**src/rtl/seq_detector_param.sv**
```systemverilog
// seq_detector_param: serial pattern detector with a run-time loadable
// pattern and length. It supports overlapping and non-overlapping detection
// and keeps a saturating match counter.
// Optional build macro SEQDET_HOLD_EN:
//   defined     -> match is level style and holds through idle cycles
//   not defined -> match is a one-cycle pulse per hit
module seq_detector_param #(
  parameter int                   MAX_LEN = 8,
  parameter int                   CNT_W   = 8,
  parameter int                   RST_LEN = 4,
  parameter logic [MAX_LEN-1:0]   RST_PAT = 8'b0000_1101,
  localparam int                  LEN_W   = $clog2(MAX_LEN + 1)
) (
  input  logic               clock,
  input  logic               resetn,
  input  logic               w,
  input  logic               w_valid,
  input  logic               load,
  input  logic [MAX_LEN-1:0] pat_in,
  input  logic [LEN_W-1:0]   len_in,
  input  logic               overlap,
  input  logic               clr_count,
  output logic               match,
  output logic [LEN_W-1:0]   fill,
  output logic [CNT_W-1:0]   match_count,
  output logic [LEN_W-1:0]   cur_len
);

  localparam logic [LEN_W-1:0] MAX_LEN_L = LEN_W'(MAX_LEN);
  localparam logic [LEN_W-1:0] RST_LEN_L = LEN_W'(RST_LEN);

  logic [MAX_LEN-1:0] pat_q, pat_d;
  logic [LEN_W-1:0]   len_q, len_d;
  logic [MAX_LEN-1:0] hist_q, hist_d;
  logic [LEN_W-1:0]   fill_q, fill_d;
  logic               match_q, match_d;
  logic [CNT_W-1:0]   count_q, count_d;

  logic [MAX_LEN-1:0] hist_nx;
  logic [MAX_LEN-1:0] len_mask;
  logic [LEN_W-1:0]   fill_nx;
  logic               load_ok;
  logic               sample;
  logic               hit;

  // Counter increment that sticks at all-ones instead of wrapping.
  function automatic logic [CNT_W-1:0] sat_inc(input logic [CNT_W-1:0] v);
    return (&v) ? v : v + CNT_W'(1);
  endfunction

  // Window compare: shifted history against the active pattern, masked to len.
  always_comb begin
    hist_nx = {hist_q[MAX_LEN-2:0], w};
    fill_nx = (fill_q < len_q) ? fill_q + LEN_W'(1) : len_q;
    for (int i = 0; i < MAX_LEN; i++) begin
      len_mask[i] = (i < int'(len_q));
    end
    // An out-of-range load request is treated as if load were low.
    load_ok = load && (len_in != '0) && (len_in <= MAX_LEN_L);
    sample  = w_valid && !load_ok;
    hit     = sample && (fill_nx == len_q) &&
              ((hist_nx & len_mask) == (pat_q & len_mask));
  end

  // Next-state selection: a valid load wins over a sampled bit.
  always_comb begin
    pat_d  = pat_q;
    len_d  = len_q;
    hist_d = hist_q;
    fill_d = fill_q;
`ifdef SEQDET_HOLD_EN
    match_d = match_q;
`else
    match_d = 1'b0;
`endif
    if (load_ok) begin
      pat_d   = pat_in;
      len_d   = len_in;
      hist_d  = '0;
      fill_d  = '0;
      match_d = 1'b0;
    end else if (sample) begin
      hist_d  = hist_nx;
      match_d = hit;
      if (hit) begin
        // Non-overlapping mode needs len fresh bits before the next hit.
        fill_d = overlap ? len_q : '0;
      end else begin
        fill_d = fill_nx;
      end
    end
    if (clr_count) begin
      count_d = '0;
    end else if (hit) begin
      count_d = sat_inc(count_q);
    end else begin
      count_d = count_q;
    end
  end

  // State register with synchronous active-low reset.
  always_ff @(posedge clock) begin
    if (!resetn) begin
      pat_q   <= RST_PAT;
      len_q   <= RST_LEN_L;
      hist_q  <= '0;
      fill_q  <= '0;
      match_q <= 1'b0;
      count_q <= '0;
    end else begin
      pat_q   <= pat_d;
      len_q   <= len_d;
      hist_q  <= hist_d;
      fill_q  <= fill_d;
      match_q <= match_d;
      count_q <= count_d;
    end
  end

  assign match       = match_q;
  assign fill        = fill_q;
  assign match_count = count_q;
  assign cur_len     = len_q;

endmodule

```
**config.mk**
```make
export PLATFORM = sky130hd
export DESIGN_NAME = seq_detector_param
export DESIGN_NICKNAME = d
export VERILOG_FILES = /design/src/rtl/seq_detector_param.sv
export SDC_FILE = /design/constraint.sdc
export NUM_CORES = 1
export LEC_CHECK = 0
export CAP_MARGIN = 20
export CORE_ASPECT_RATIO = 0.7
export CORE_MARGIN = 2
export CORE_UTILIZATION = 35
export CTS_BUF_LIST = sky130_fd_sc_hd__clkbuf_2
export DETAILED_ROUTE_END_ITERATION = 16
export PLACE_DENSITY = 0.71
export SLEW_MARGIN = 5
export SYNTH_ARGS = -nofsm -noshare
export SYNTH_HDL_FRONTEND = slang
export SYNTH_SLANG_ARGS = --single-unit
```
**constraint.sdc**
```tcl
create_clock -name clock -period 2.2 [get_ports clock]
set_input_delay 0.33 -clock clock [delete_from_list [all_inputs] [get_ports clock]]
set_output_delay 0.33 -clock clock [all_outputs]
set_load 0.05 [all_outputs]
```
==> impl_metrics.toml <==
[power_and_ir_drop]
p_clk_share_pct = 23.6
powerDensity_nw_per_um2 = 493
ir_drop_mv = 0.168
p_leak_nw = 0.910
switching_share_pct = 31.4
combPwrFrac_pct = 24.7
p_int_w = 0.000823
pwr-share-seq_pct = 51.7
switchingPower_w = 0.000376

[worst_setup_path]
arrival_ns = 2.55
end_kind = "flop"
crit_required_ns = 2.52
critPathLaunchType = "input port"
path_max_fanout = 5
worstSetupPathType = "input port to flop"

[synth]
synthMuxAreaShare_pct = 10.1
yosys.area.top_type = "dfxtp_1"
synthDistinctLibCells = 44
synth_flop_cell = "dfxtp_1"
yosys_warnings = 0
synth_xor_area_share_pct = 7.19
synthTopCellsByArea = "dfxtp_1 (36%), mux2i_1 (10%), a21oi_1 (3.9%)"
yosys.area.top_type_share_pct = 36.1
synth_cells = 199
synth-compound-area-share_pct = 17.5
avgSynthCellArea_sq_um = 8.92
yosys.area_share.simple_pct = 21.8
synth_area_sq_um = 1780
synth_fa_ha_area_share_pct = 3.52
synth_top_family_by_area = "simple AND/OR/NAND/NOR gates"
syn_nets = 223
synth-seq-cells = 32
synthArstFlopShare_pct = 0
synth-edff-count = 0
seq_area_frac_synth_pct = 36.1

[floorplanning]
die_w_um = 89.1
ios = 36
start_util_pct = 36.7
core-area_sq_um = 4830
die_area_sq_um = 5670
num_rows = 21
die_h_um = 63.6

[routing]
vias_per_cell = 5.17
drt_iter0_markers = 68
drt_drc_violations_left = 0
dr.pass1.iters = 4
avgRoutedWirePerCell_um = 13.8
wl_um = 4450
vias = 1671
ant_nets = 0

[layout]
final_nets = 277
syn_to_final_growth_pct = 37.0
final.fill_count = 485
drive_gt1_share_pct = 18.5
num_antenna_cells = 0

[global_routing]
grt_pass1_vias = 1593
grt_max_degree = 17
grt_pass1_wl_um = 7290
grt.overflow.total = 0
antenna_found_initial = 0
grt_usage_pct = 16.4

[timing]
setup-violations-final = 1
setup_ws_ns = -0.0354
tightest_slew_ns = 0.661
min_period_over_period_pct = 102
max_freq_mhz = 447
finalMaxSlewViolations = 0
fin_worst_skew_ns = 0.0241
final_hold_viol_count = 0
min_period_ns = 2.24
maxSlewHeadroom_pct = 55.5
holdWs_ns = 0.516
grt_setup_unrepaired = "yes"
setup_tns_ns = -0.0354

[clock_tree]
clk_pin_slew_ns = 0.18
cts_root_buf = "clkbuf_2"
cts_tree = "built"
cts_hold_buffers = 0
clock_latency_ns = 0.37
htreeDepth = 2
clockBufferDepth = 2
numCtsBuffers = 5
cts_sinks = 32

[placement]
pre_cts_ws_ns = -0.431
dp_hpwl_um = 3170
port_buffers = 35
globalplace.congestion = 0.847

[run_status]
violations = "setup timing"
status = "finished with violations"

[worst_hold_path]
hold_class = "flop to flop"

[flow_run]
drv_cap = 0
-- synthesized netlist by cell type (3+ instances only) --
| master | count |
|---|---|
| xnor2_1 | 8 |
| or3_1 | 4 |
| o31ai_1 | 3 |
| o21ai_0 | 10 |
| inv_1 | 4 |
| clkbuf_1 | 7 |
| nand3_1 | 8 |
| nor3_1 | 6 |
| ha_1 | 5 |
| nand2_1 | 13 |
| xor2_1 | 4 |
| and3_1 | 4 |
| a21boi_0 | 3 |
| or4_1 | 3 |
| mux2i_1 | 18 |
| nor2b_1 | 8 |
| nor2_1 | 12 |
| a21oi_1 | 14 |
| dfxtp_1 | 32 |
| nand2b_1 | 4 |
-- flip-flops by register name, indices dropped and copies added, names as in the netlist --
| signal | cells |
|---|---|
| match | 1 |
| pat_q | 8 |
| hist_q | 7 |
| fill | 4 |
| match_count | 8 |
| cur_len | 4 |
-- layout by cell type (no fill, tap or decap), types with 2 or more instances in the layout --
cell | synthesis | routed
clkdlybuf4s50_1 | 0 | 35
dfxtp_1 | 32 | 26
buf_4 | 0 | 22
mux2i_1 | 18 | 18
a21oi_1 | 14 | 14
nand2_1 | 13 | 13
nor2_1 | 12 | 12
o21ai_0 | 10 | 10
nor2b_1 | 8 | 8
nand3_1 | 8 | 8
xnor2_1 | 8 | 7
clkbuf_2 | 0 | 6
nor3_1 | 6 | 5
ha_1 | 5 | 5
inv_1 | 4 | 4
nand2b_1 | 4 | 4
xor2_1 | 4 | 4
or3_1 | 4 | 4
o31ai_1 | 3 | 3
and3_1 | 4 | 3
a21boi_0 | 3 | 3
dfxtp_4 | 0 | 3
dfxtp_2 | 0 | 3
or4_1 | 3 | 2
nand4_1 | 2 | 2
o22ai_1 | 2 | 2
a211oi_2 | 0 | 2
a2111oi_1 | 0 | 2
-- what timing repair did --
action / 4_1_cts / 5_1_grt
endpoints found under the setup margin: 3 / 12
gates resized for setup: 1 / 9
pin swaps: 1 / 5
buffers inserted: 0 / 0
gates cloned: 0 / 1
-- cell families (layout without fill, tap and decap cells) --
| family | count (synthesis) | count (layout) |
|---|---|---|
| AO/OA/AOI/OAI | 46 | 47 |
| XOR/XNOR | 13 | 13 |
| adder cells (fa/ha/maj) | 5 | 5 |
| buffers and inverters | 15 | 69 |
| flip-flops | 32 | 32 |
| multiplexers | 18 | 18 |
| AND/OR/NAND/NOR | 70 | 70 |
-- power by group through the flow --
stage                     Clock, W  Combinational (W)  Sequential (W)
after floorplan                  0           0.000145        0.000659
after global placement           0           0.000278        0.000632
after detailed placement         0           0.000281        0.000632
after CTS                 0.000293           0.000284        0.000620
after global routing      0.000328           0.000321        0.000624
final                     0.000283           0.000296        0.000620
-- metal layers --
metal  vias to the layer above  GRT usage [%]  routed length, um
met5                         -              0                  0
met4                         0           5.04                 53
met3                         5           3.80                197
met2                        33           25.6               2000
met1                       788           22.2               2190
li1                        845              -                  -
-- worst paths after layout --
| check | startpoint | endpoint | slack (ns) | cells past startpoint |
|---|---|---|---|---|
| worst max register to register | cur_len[3] | match_count[5] | -0.02 | 6 |
| worst min-delay path | pat_q[3] | pat_q[3] | 0.52 | 2 |
| worst max-delay path | len_in[3] | match_count[5] | -0.04 | 7 |
| worst min register to register | pat_q[3] | pat_q[3] | 0.52 | 2 |
-- final cells by class --
class / instances / area (sq um) / share of cell area, %
Multi-Input combinational cell: 153 / 1120 / 46.0
Sequential cell: 32 / 656 / 27.0
Timing Repair Buffer: 57 / 515 / 21.2
Tap cell: 69 / 86.3 / 3.55
Clock buffer: 6 / 30.0 / 1.23
Inverter: 4 / 15.0 / 0.617
Clock inverter: 2 / 11.3 / 0.463
-- through the flow --
step / std cells / total power (W) / utilization (%) / cell area (sq um)
after floorplan: 199 / 0.000804 / - / 1810
after global placement: 314 / 0.000910 / 48.4 / 2340
after detailed placement: 314 / 0.000913 / 48.4 / 2340
after CTS: 322 / 0.00120 / 49.4 / 2390
after global routing: 323 / 0.00127 / 50.3 / 2430
final: 323 / 0.00120 / 50.3 / 2430
-- worst max-delay path: stages --
cell and delay (ns):
clkdlybuf4s50_1 0.41, or4_1 0.53, and3_4 0.20, nand4b_4 0.18, a211o_4 0.30, or4_1 0.46, a21oi_1 0.13
Note: power is estimated with default switching activity, not from simulation.
